===== src/rtl/handshake_sender.sv =====
// handshake_sender: FIFO-buffered upstream side of a 4-phase req/ack byte link,
// with an optional sticky ack-timeout abort.
module handshake_sender #(
   parameter int DATA_WIDTH  = 8,
   parameter int DEPTH       = 4,
   parameter int ACK_TIMEOUT = 0
) (
   input  logic                    clk,
   input  logic                    reset,
   input  logic                    in_valid,
   input  logic [DATA_WIDTH-1:0]   in_data,
   output logic                    in_ready,
   input  logic                    enableTx,
   input  logic                    ack,
   output logic                    req,
   output logic [DATA_WIDTH-1:0]   data,
   output logic [$clog2(DEPTH):0]  fifo_count,
   output logic [15:0]             words_sent,
   output logic                    timeout_err
);
   localparam int AW = $clog2(DEPTH);
   localparam int TW = ACK_TIMEOUT > 1 ? $clog2(ACK_TIMEOUT) : 1;
   localparam logic [TW-1:0] T_LAST = TW'(ACK_TIMEOUT > 0 ? ACK_TIMEOUT - 1 : 0);
   localparam logic [1:0] IDLE = 2'd0, SETUP = 2'd1, REQ_HI = 2'd2, REQ_LO = 2'd3;

   logic [1:0]            state;
   logic [AW-1:0]         wrPtr, rdPtr;
   logic [DATA_WIDTH-1:0] mem [DEPTH];
   logic [TW-1:0]         waitCnt;
   logic                  push, pop, expired;

   always_comb begin
      in_ready = fifo_count != (AW+1)'(DEPTH);
      push     = in_valid & in_ready;
      pop      = state == IDLE && fifo_count != 0 && enableTx && !ack;
      expired  = ACK_TIMEOUT > 0 && waitCnt == T_LAST;
   end

   always_ff @(posedge clk)
      if (push) mem[wrPtr] <= in_data;

   // waitCnt reaching T_LAST means this edge is the ACK_TIMEOUT-th cycle spent waiting
   always_ff @(posedge clk) begin
      if (reset) begin
         state       <= IDLE;
         req         <= 1'b0;
         data        <= '0;
         wrPtr       <= '0;
         rdPtr       <= '0;
         fifo_count  <= '0;
         words_sent  <= '0;
         timeout_err <= 1'b0;
         waitCnt     <= '0;
      end else begin
         if (push) wrPtr <= wrPtr + AW'(1);
         if (pop) rdPtr <= rdPtr + AW'(1);
         fifo_count <= fifo_count + (AW+1)'(push) - (AW+1)'(pop);
         case (state)
            IDLE:
               if (pop) begin
                  data  <= mem[rdPtr];
                  state <= SETUP;
               end
            SETUP: begin
               req     <= 1'b1;
               waitCnt <= '0;
               state   <= REQ_HI;
            end
            REQ_HI:
               if (ack) begin
                  req     <= 1'b0;
                  waitCnt <= '0;
                  state   <= REQ_LO;
               end else if (expired) begin
                  req         <= 1'b0;
                  timeout_err <= 1'b1;
                  state       <= IDLE;
               end else waitCnt <= waitCnt + TW'(1);
            REQ_LO:
               if (!ack) begin
                  words_sent <= words_sent + 16'd1;
                  state      <= IDLE;
               end else if (expired) begin
                  timeout_err <= 1'b1;
                  state       <= IDLE;
               end else waitCnt <= waitCnt + TW'(1);
         endcase
      end
   end
endmodule

===== config.mk =====
export PLATFORM = sky130hd
export DESIGN_NAME = handshake_sender
export DESIGN_NICKNAME = d
export VERILOG_FILES = /design/src/rtl/handshake_sender.sv
export SDC_FILE = /design/constraint.sdc
export NUM_CORES = 1
export LEC_CHECK = 0
export CAP_MARGIN = 20
export CORE_MARGIN = 4
export CORE_UTILIZATION = 25
export CTS_BUF_LIST = sky130_fd_sc_hd__clkbuf_8
export DETAILED_ROUTE_END_ITERATION = 6
export PLACE_DENSITY = 0.47
export SYNTH_ARGS = -nofsm -noshare
export SYNTH_HDL_FRONTEND = slang
export SYNTH_SLANG_ARGS = --single-unit
export TNS_END_PERCENT = 50

===== constraint.sdc =====
create_clock -name clk -period 3.1 [get_ports clk]
set_clock_uncertainty 0.05 [all_clocks]
set_input_delay 0.62 -clock clk [delete_from_list [all_inputs] [get_ports clk]]
set_output_delay 0.62 -clock clk [all_outputs]
set_load 0.005 [all_outputs]

==> run_results.csv <==
group,metric,value,unit
worst_hold_path,hold_path_class,"reg2reg",
drt,wl_per_cell,13.6,µm
drt,vias_per_cell,4.28,
setup_path,max_stage_delay,460,ps
power,ir_drop,0.000183,V
placement,gp_congestion,0.715,
sta,fin_ws,535,ps
power,p_per_area,640,mW/mm²
drt,drc,0,
clock_network,cts_resized,0,
sta,slew_violations,0,
setup_path,cp_max_fo,2,
logic_synthesis,synth_area_leaders,"edfxtp_1 (34%), dfxtp_1 (24%), mux4_2 (6.4%)",
logic_synthesis,yosysUniqueCellTypes,42,
clock_network,clock-sinks,66,
power,leakagePower,1.24,nW
logic_synthesis,synthSimpleGateAreaFrac,0.154,
placement,pre_cts_ws,167,ps
grt,grt-ovfl-total,0,
die,start_util,0.257,
logic_synthesis,syn_area_per_cell,12.4,µm²
finish,multi_input_area,0.00107,mm²
placement,place_hpwl,4040,µm
grt,track_usage,0.0955,
sta,relSlewSlack,0.522,
logic_synthesis,syn_area,0.00280,mm²
logic_synthesis,synthCells,226,
setup_path,crit_type,"in2reg",
finish,area_delta_synth_final,27.5,%
logic_synthesis,synth_mux_area_frac,0.0810,
die,die_h,114,µm
setup_path,worst-path-buf-inv,4,
die,die_w,114,µm
setup_path,crit_chain,"clkdlybuf4s50_1, nand2_1, or3_1, inv_2, ha_1, inv_1, ha_1, inv_1, fa_1, xor2_1, xnor2_1, nor2_1",
logic_synthesis,yosys.area.top_type,"edfxtp_1",
die,boundaryPins,43,
clock_network,cts_inserted_buffers,9,
placement,port_buffers,41,
sta,hold_viol_final,0,
setup_path,endpoint_kind,"flop",
sta,fmaxAchievable,0.390,GHz
placement,place_area,0.00337,mm²
die,dieArea,0.0129,mm²
finish,fin_nets,299,
logic_synthesis,synthXorXnorAreaFrac,0.0501,
clock_network,post_cts_buffers,0,
finish,fin_area,0.00357,mm²
logic_synthesis,async_flop_share,0,
setup_path,required,3250,ps
finish,fillers,1094,
die,fp-row-count,38,
grt,antenna_found_initial,0,
run_status,status,"completed",
clock_network,clk_pin_slew,70,ps
drt,vias,1792,
setup_path,slowest_stage,"clkdlybuf4s50_1",
drt,dr.pass1.iters,4,
sta,fin_tns_setup,0,ps
setup_path,arrival,2720,ps
die,coreArea,0.0109,mm²
finish,drive_gt1_frac,0.133,
sta,post-route-min-period,2570,ps
logic_synthesis,synth_top_flop_cell,"dfxtp_1",
logic_synthesis,synth_compound_area_frac,0.0385,
sta,finalSetupViolCount,0,
logic_synthesis,yosys_warnings,0,
grt,grt_pass1_wl,9540,µm
logic_synthesis,synth_edf_count,32,
finish,area.sequential,0.00164,mm²
grt,grt_pass1_vias,1795,
sta,worst_slew_pin_slew,715,ps
flow_run,max_cap_viol_count,0,
logic_synthesis,synth_seq_area_share,0.587,
clock_network,holdBufCountCts,0,
drt,wl,5700,µm
drt,drtIter0Drc,120,
clock_network,clk_latency,340,ps
setup_path,cp-start-kind,"input port",
clock_network,cts.root.buffer_cell,"clkbuf_8",
logic_synthesis,synthesis.nets,251,
drt,detail-route-antenna-nets,0,
sta,rsz0062_at_grt,"no",
logic_synthesis,synth_top_area_share,0.344,
clock_network,cts_max_level,3,
finish,num_antenna_cells,0,
sta,period_share,0.827,
grt,grt_max_degree,18,
clock_network,cts_tree,"yes",
logic_synthesis,synth_fa_ha_area_frac,0.0564,
clock_network,clock_path_buffers,2,
setup_path,path_delay_family,"adder cells",
logic_synthesis,synth_top_family_by_area,"simple AND/OR/NAND/NOR gates",
logic_synthesis,synth-seq-cells,66,
final cells by class:
cell class,instances,area share
clock inverter,7,0.0214
tap,140,0.0491
timing repair buffer,46,0.126
clock buffer,9,0.0347
sequential,66,0.460
multi-input combinational,142,0.299
inverter,9,0.00947
power breakdown:
| part | switching (mW) | internal [mW] | total [mW] |
|---|---|---|---|
| registers | 0.0800 | 1.02 | 1.10 |
| clock network | 0.347 | 0.377 | 0.724 |
| logic | 0.205 | 0.257 | 0.462 |
| total | 0.632 | 1.65 | 2.28 |
routing by layer:
metal | up-vias | GRT usage | part of all wire | wire length (µm)
met5 | - | 0 | 0 | 0
li1 | 895 | - | - | -
met3 | 5 | 0.0313 | 0.048 | 272
met1 | 854 | 0.115 | 0.44 | 2530
met2 | 38 | 0.163 | 0.50 | 2840
met4 | 0 | 0.0288 | 0.0093 | 53
worst paths after layout:
path	startpoint	endpoint	slack, ps	depth (start not counted)
min	data[6]	data[6]	400	2
max	enableTx	fifo_count[2]	530	12
min reg2reg	data[6]	data[6]	400	2
max reg2reg	fifo_count[1]	fifo_count[2]	580	11
worst register-to-register path, delay by kind of cell (launching register included):
family / cells / cell delay [ps]
AND/OR/NAND/NOR: 3 / 780
adder cells (fa/ha/maj): 3 / 720
flip-flops: 1 / 370
XOR/XNOR: 2 / 300
buffers and inverters: 3 / 180
through the flow:
step | total power, mW | instances | util | hold WS, ps
after floorplan | 1.40 | 226 | - | 403
after global placement | 1.59 | 403 | 0.309 | 397
after detailed placement | 1.59 | 403 | 0.309 | 399
after CTS | 2.33 | 419 | 0.328 | 409
after global routing | 2.43 | 419 | 0.328 | 432
final | 2.28 | 419 | 0.328 | 405
cells in the mapped netlist, types with 3 or more instances:
cell type and n:
dfxtp_1 34, edfxtp_1 32, mux4_2 8, xnor2_1 5, a21oi_1 12, inv_1 8, nor2b_1 5, nand2_1 23
nand3_1 5, ha_1 11, nand4_1 7, xor2_1 11, and3_1 5, nor2_1 22, clkbuf_1 3
cells in the final DEF, fill, tap and decap left out, types with 2 or more instances in the layout:
cell	count
xnor2_1	5
or3b_1	2
buf_4	5
edfxtp_1	32
ha_1	11
mux2i_1	2
and3_1	5
nand3_1	5
nor3_1	2
xor2_1	11
clkinv_4	2
inv_6	2
clkbuf_8	9
dfxtp_1	34
nor2_1	22
mux4_2	8
nand4_1	7
nor2b_1	5
and4_1	2
inv_1	8
clkdlybuf4s50_1	41
nand2_1	23
a21oi_1	12
nand2b_1	2
and2_1	2
flip-flops by register name, indices dropped and copies added (netlist names):
| register | flops |
|---|---|
| data | 8 |
| fifo_count | 3 |
| wrPtr | 2 |
| rdPtr | 2 |
| req | 1 |
| state | 2 |
| words_sent | 16 |
| mem | 32 |
kinds of logic after synthesis:
group,count (synthesis)
compound gates,17
xor+xnor,16
simple gates,84
flops,66
buf+inv,18
other cells,1
fa+ha+maj,12
mux,12
Power figures use the tool's default switching activity.
